### src/rtl/rc_sar_adc.sv
//------------------------------------------------------------------------------
// Module   : rc_sar_adc
// Brief    : Successive-approximation ADC digitizing the RC filter's signed
//            fixed-point output into an unsigned code with valid/ready output.
// Revision : 1.0 - initial release
//------------------------------------------------------------------------------
`default_nettype none

module rc_sar_adc #(
  parameter int WIDTH    = 16,
  parameter int FRAC     = 12,
  parameter int NBITS    = 8,
  parameter int VREF_RAW = 1 << FRAC
) (
  input  logic             clk,
  input  logic             rst,
  input  logic [WIDTH-1:0] v_samp,
  input  logic             start,
  output logic             busy,
  output logic             code_valid,
  output logic [NBITS-1:0] code,
  input  logic             code_ready,
  output logic             overrun
);

  localparam int c_IDXW = (NBITS > 1) ? $clog2(NBITS) : 1;
  localparam int c_DW   = WIDTH + NBITS;

  localparam logic [1:0] c_IDLE    = 2'd0;
  localparam logic [1:0] c_CONVERT = 2'd1;
  localparam logic [1:0] c_HOLD    = 2'd2;

  localparam logic [c_DW-1:0]   c_VREF = c_DW'(VREF_RAW);
  localparam logic [NBITS-1:0]  c_MSB  = NBITS'(1) << (NBITS - 1);
  localparam logic [c_IDXW-1:0] c_TOP  = c_IDXW'(NBITS - 1);

  logic [1:0]        r_state;
  logic [WIDTH-1:0]  r_hold;
  logic [NBITS-1:0]  r_trial;
  logic [NBITS-1:0]  r_result;
  logic [c_IDXW-1:0] r_bit_idx;

  logic [c_DW-1:0]   w_dac;
  logic              w_ge;
  logic [NBITS-1:0]  w_res;
  logic [NBITS-1:0]  w_next_trial;

  // Full-width product before the shift so large trials never truncate.
  assign w_dac = ({{WIDTH{1'b0}}, r_trial} * c_VREF) >> NBITS;

  // Sign-extended hold against zero-extended DAC: negative holds always lose.
  assign w_ge = $signed({{(NBITS + 1){r_hold[WIDTH-1]}}, r_hold}) >=
                $signed({1'b0, w_dac});

  assign w_res        = r_result | (NBITS'(w_ge) << r_bit_idx);
  assign w_next_trial = w_res | (NBITS'(1) << (r_bit_idx - c_IDXW'(1)));

  assign busy = (r_state != c_IDLE);

  always_ff @(posedge clk or negedge rst) begin
    if (!rst) begin
      r_state    <= c_IDLE;
      r_hold     <= '0;
      r_trial    <= '0;
      r_result   <= '0;
      r_bit_idx  <= '0;
      code       <= '0;
      code_valid <= 1'b0;
      overrun    <= 1'b0;
    end else begin
      if (start && (r_state != c_IDLE)) begin
        overrun <= 1'b1;
      end
      case (r_state)
        c_IDLE: begin
          if (start) begin
            r_hold    <= v_samp;
            r_trial   <= c_MSB;
            r_result  <= '0;
            r_bit_idx <= c_TOP;
            r_state   <= c_CONVERT;
          end
        end
        c_CONVERT: begin
          if (r_bit_idx == '0) begin
            code       <= w_res;
            code_valid <= 1'b1;
            r_state    <= c_HOLD;
          end else begin
            r_result  <= w_res;
            r_trial   <= w_next_trial;
            r_bit_idx <= r_bit_idx - c_IDXW'(1);
          end
        end
        c_HOLD: begin
          // code keeps its value after acceptance; only valid drops.
          if (code_ready) begin
            code_valid <= 1'b0;
            r_state    <= c_IDLE;
          end
        end
        default: r_state <= c_IDLE;
      endcase
    end
  end

endmodule

`default_nettype wire

### config.mk
export PLATFORM = sky130hd
export DESIGN_NAME = rc_sar_adc
export DESIGN_NICKNAME = d
export VERILOG_FILES = /design/src/rtl/rc_sar_adc.sv
export SDC_FILE = /design/constraint.sdc
export NUM_CORES = 1
export LEC_CHECK = 0
export ABC_AREA = 1
export CAP_MARGIN = 20
export CORE_MARGIN = 2
export CORE_UTILIZATION = 40
export DETAILED_ROUTE_END_ITERATION = 7
export PLACE_DENSITY = 0.69
export SLEW_MARGIN = 10
export SYNTH_ARGS = -nofsm -noshare
export SYNTH_HDL_FRONTEND = slang
export SYNTH_SLANG_ARGS = --single-unit
### constraint.sdc
create_clock -name clk -period 4.3 [get_ports clk]
set_clock_uncertainty 0.1 [all_clocks]
set_input_delay 0.86 -clock clk [delete_from_list [all_inputs] [get_ports clk]]
set_output_delay 0.86 -clock clk [all_outputs]
set_load 0.005 [all_outputs]
==> results summary <==
In this design, the stage delay of the slowest critical-path cell is 440 ps. Of the total synthesized cell area, the portion taken by full adders, half adders and majority gates is 0.0697. The final worst-path cycle share is 0.555. Setup violations remaining at the end of the flow were counted as 0. The first-pass iteration count of the detailed router came out at 4. After synthesis, the largest family of logic cells by area is simple AND/OR/NAND/NOR gates. The slowest stage of the critical path is the sky130_fd_sc_hd__dfrtp_1 cell.

At the later pin of the worst-skew pair, clock insertion delay measures 300 ps. The post-synthesis cell area came out at ~2300 um2. The static leakage came out at 1.45 nW. The final net count is 345. The area of the placeable core is 5570 um2. The data required time of the critical path came out at ~3300 ps. The portion of netlist area occupied by mux cells is 0.

Row generation in the floorplan step produced 27 rows. The worst register-to-register path ends at code[2]. The worst-case setup slack after placement came out at 1920 ps.

The area of placed instances is 2690 um2. The count of non-filler cells in the finished layout is 385. The number of H-tree levels is 2. The global-route congestion overflow total is 0.

Input and output buffers added on the ports amount to 30. The largest net degree at the start of global routing is between 40 and 50. The share of synthesized cell area in and, or, nand and nor gates is 0.301. Across the VDD grid, the largest voltage drop is approximately 0.00024 V. The number of gates resized after CTS was 0. The net count after synthesis is 311. The count of pins on the block boundary came out at 31. The largest fanout on the critical path is 4. The total negative slack is 0 ps. The end-of-flow core utilization is 0.504.

The half-perimeter wire length after placement came out at 3.29 mm. The compound-cell area share of the yosys netlist is 0.0563. The flow ran to the end, and the final reports show no timing, DRC or antenna violations. The total number of vias is between 1500 and 2000. The clock root buffer is sky130_fd_sc_hd__clkbuf_8. Counting every sink on the clock net gives 47. The final design instance area without fill came out at around 2800 um2.

The worst slew margin relative to its limit is 0.551. The die footprint came out at 6460 um2. The share of the Yosys chip area taken by registers is 0.504. The number of vias per cell is 4.81. The path class of the tightest hold or removal check is register to register. In the synthesized netlist, the number of instances is 278. By area the synthesized netlist is led by sky130_fd_sc_hd__dfrtp_1 50%, sky130_fd_sc_hd__nand2_1 18%, sky130_fd_sc_hd__ha_1 7.0%. The Yosys step of the flow raised 0 warnings.

The width of the chip came out at approximately 80 um. The tightest hold path in the finished design has a slack of 363 ps. The portion of synthesized cell area occupied by the leading cell type is 0.504.

In this run, post-CTS hold repair placed 0 buffers. The via count of the first global-routing pass came to approximately 1900. The count of different cell masters after synthesis came out at 26. Counting instances, the worst hold path has a depth of 1. The max-slew violation count is 0.

The synthesis-to-finish area growth came out at 20.4%. The worst setup path is launched from a register. The worst register-to-register path begins at r_bit_idx[0]. From bottom edge to top edge, the die measures 80.4 um. The routed wire length per instance is roughly 12 um.

Data arrives at the worst endpoint at 1430 ps. The initial antenna violation count came out at 0. The worst path in the final design needs a cycle of 2390 ps, including I/O delays and setup.

For hold timing, the worst endpoint is overrun. The number of remaining DRC errors came out at 0. Synthesis inferred between 40 and 50 register bits. TritonCTS built the clock tree. Overall power consumption after layout is estimated at between 2 and 2.5 mW. Traced cell by cell, the critical path runs through nor2_1, inv_1, clkdlybuf4s50_1. The total CTS buffers came out at 5.

The clock slew at the register clock pins of the worst setup and hold paths is approximately 80 ps. The number of antenna diodes in the final layout is 0. The worst hold path begins at overrun. STA classifies the critical path endpoint as an output port. The initial standard-cell utilization of the core is 0.418. The mean post-synth cell area is 8.39 um2.

The pin slew with the least headroom to its limit is 671 ps. The remaining antenna violation count is 0. Setup repair after global routing left no endpoint under its margin. The overall fraction of global-route tracks in use came out at 0.160.

The layout cell share with drive strength beyond 1 is 0.0831. The total setup buffers inserted after CTS came out at 0. The peak clock frequency supported by timing came out at 0.419 GHz. The global-route wire length before repair came out at 8.08 mm. The ratio of total power to cell area came out at just over 700 nW/um2.

The count of cells along the worst register-to-register path is 7. The most area-hungry cell type in the Yosys netlist is sky130_fd_sc_hd__dfrtp_1. The clock tree buffer depth came out at 2.

Routability-driven placement finished with a final weighted congestion of 0.784. The number of DRC markers in iteration 0 is 108. Of the total synthesized cell area, the portion taken by XOR and XNOR cells is 0.00376. Once routing completed, OpenROAD measured the worst setup slack at roughly 1900 ps. Once placement completed, the tool counted placed cells totaling between 300 and 400. The sum of routed wire length over all layers came out at roughly 4.6 mm. The category of the critical setup timing path is register to output port. The final hold violation count is 0. The number of maximum-capacitance violations is 0. The worst setup slack for register-to-register paths came out at 1990 ps.
## area by class of cell
cell class / instances / area [um2]
well taps: 72 / 90.1
repair buffers: 31 / 315
multi-input cells: 195 / 1000
fillers: 545 / 2770
clock buffers: 8 / 100
flip-flops and latches: 47 / 1180
inverters: 32 / 123
## where the power goes
part / switching, mW / internal [mW]
Combinational: 0.602 / 0.386
Clock: 0.145 / 0.147
Sequential: 0.117 / 0.635
Total: 0.864 / 1.17
## Yosys cell counts, drive strengths merged
cell type / instances
o21bai: 3
ha: 13
o21ai: 12
dfrtp: 47
nand2: 119
nand3: 23
a31oi: 2
a21o: 1
buf: 3
a22oi: 1
inv: 32
nand4: 6
xor2: 1
clkbuf: 1
nor3: 2
a21oi: 2
nor2: 10
## registers in the layout (all words and copies together) (netlist names)
name	count
r_hold	16
r_bit_idx	3
r_trial	8
code	8
code_valid	1
overrun	1
r_result	8
r_state	2
## per-layer routing
metal | part of all wire | GRT usage | vias to the layer above | routed length [um]
met5 | 0 | 0 | - | 0
met4 | 0.017 | 0.0559 | 0 | 77
met3 | 0.027 | 0.0315 | 7 | 125
met2 | 0.49 | 0.284 | 21 | 2280
met1 | 0.46 | 0.193 | 880 | 2130
li1 | - | - | 944 | -
## cells by family after synthesis
| kind of cell | Yosys count |
|---|---|
| flops | 47 |
| compound gates | 21 |
| xor+xnor | 1 |
| simple gates | 160 |
| buf+inv | 36 |
| fa+ha+maj | 13 |
## how the worst max path moves through the flow
stage	from	to	slack [ps]	cells past startpoint
after floorplan	r_bit_idx[0]	r_trial[7]	2650	11
after global routing	r_bit_idx[0]	code[4]	1720	7
after global placement	start	r_trial[7]	1940	7
after CTS	r_state[1]	busy	1910	3
final	r_state[1]	busy	1910	3
after detailed placement	start	r_hold[15]	1920	4
## cells in the final DEF, fill, tap and decap left out
master,count
sky130_fd_sc_hd__a21o_1,1
sky130_fd_sc_hd__a21oi_1,2
sky130_fd_sc_hd__a22oi_1,1
sky130_fd_sc_hd__a31oi_1,2
sky130_fd_sc_hd__buf_12,1
sky130_fd_sc_hd__buf_2,1
sky130_fd_sc_hd__clkbuf_1,1
sky130_fd_sc_hd__clkbuf_8,7
sky130_fd_sc_hd__clkdlybuf4s50_1,29
sky130_fd_sc_hd__dfrtp_1,47
sky130_fd_sc_hd__ha_1,13
sky130_fd_sc_hd__inv_1,25
sky130_fd_sc_hd__inv_2,6
sky130_fd_sc_hd__inv_4,1
sky130_fd_sc_hd__nand2_1,114
sky130_fd_sc_hd__nand2_2,3
sky130_fd_sc_hd__nand2_4,1
sky130_fd_sc_hd__nand2_8,1
sky130_fd_sc_hd__nand3_1,23
sky130_fd_sc_hd__nand4_1,6
sky130_fd_sc_hd__nor2_1,8
sky130_fd_sc_hd__nor2_4,1
sky130_fd_sc_hd__nor2_8,1
sky130_fd_sc_hd__nor3_1,2
sky130_fd_sc_hd__o21ai_0,11
sky130_fd_sc_hd__o21ai_1,1
sky130_fd_sc_hd__o21bai_2,3
sky130_fd_sc_hd__xor2_1,1
## worst max-delay path: cells and delay by family (launching register included)
family | cells | cell delay, ps
flops | 1 | 440
simple gates | 1 | 170
buf+inv | 2 | 520
(Power assumes the default switching activity.)
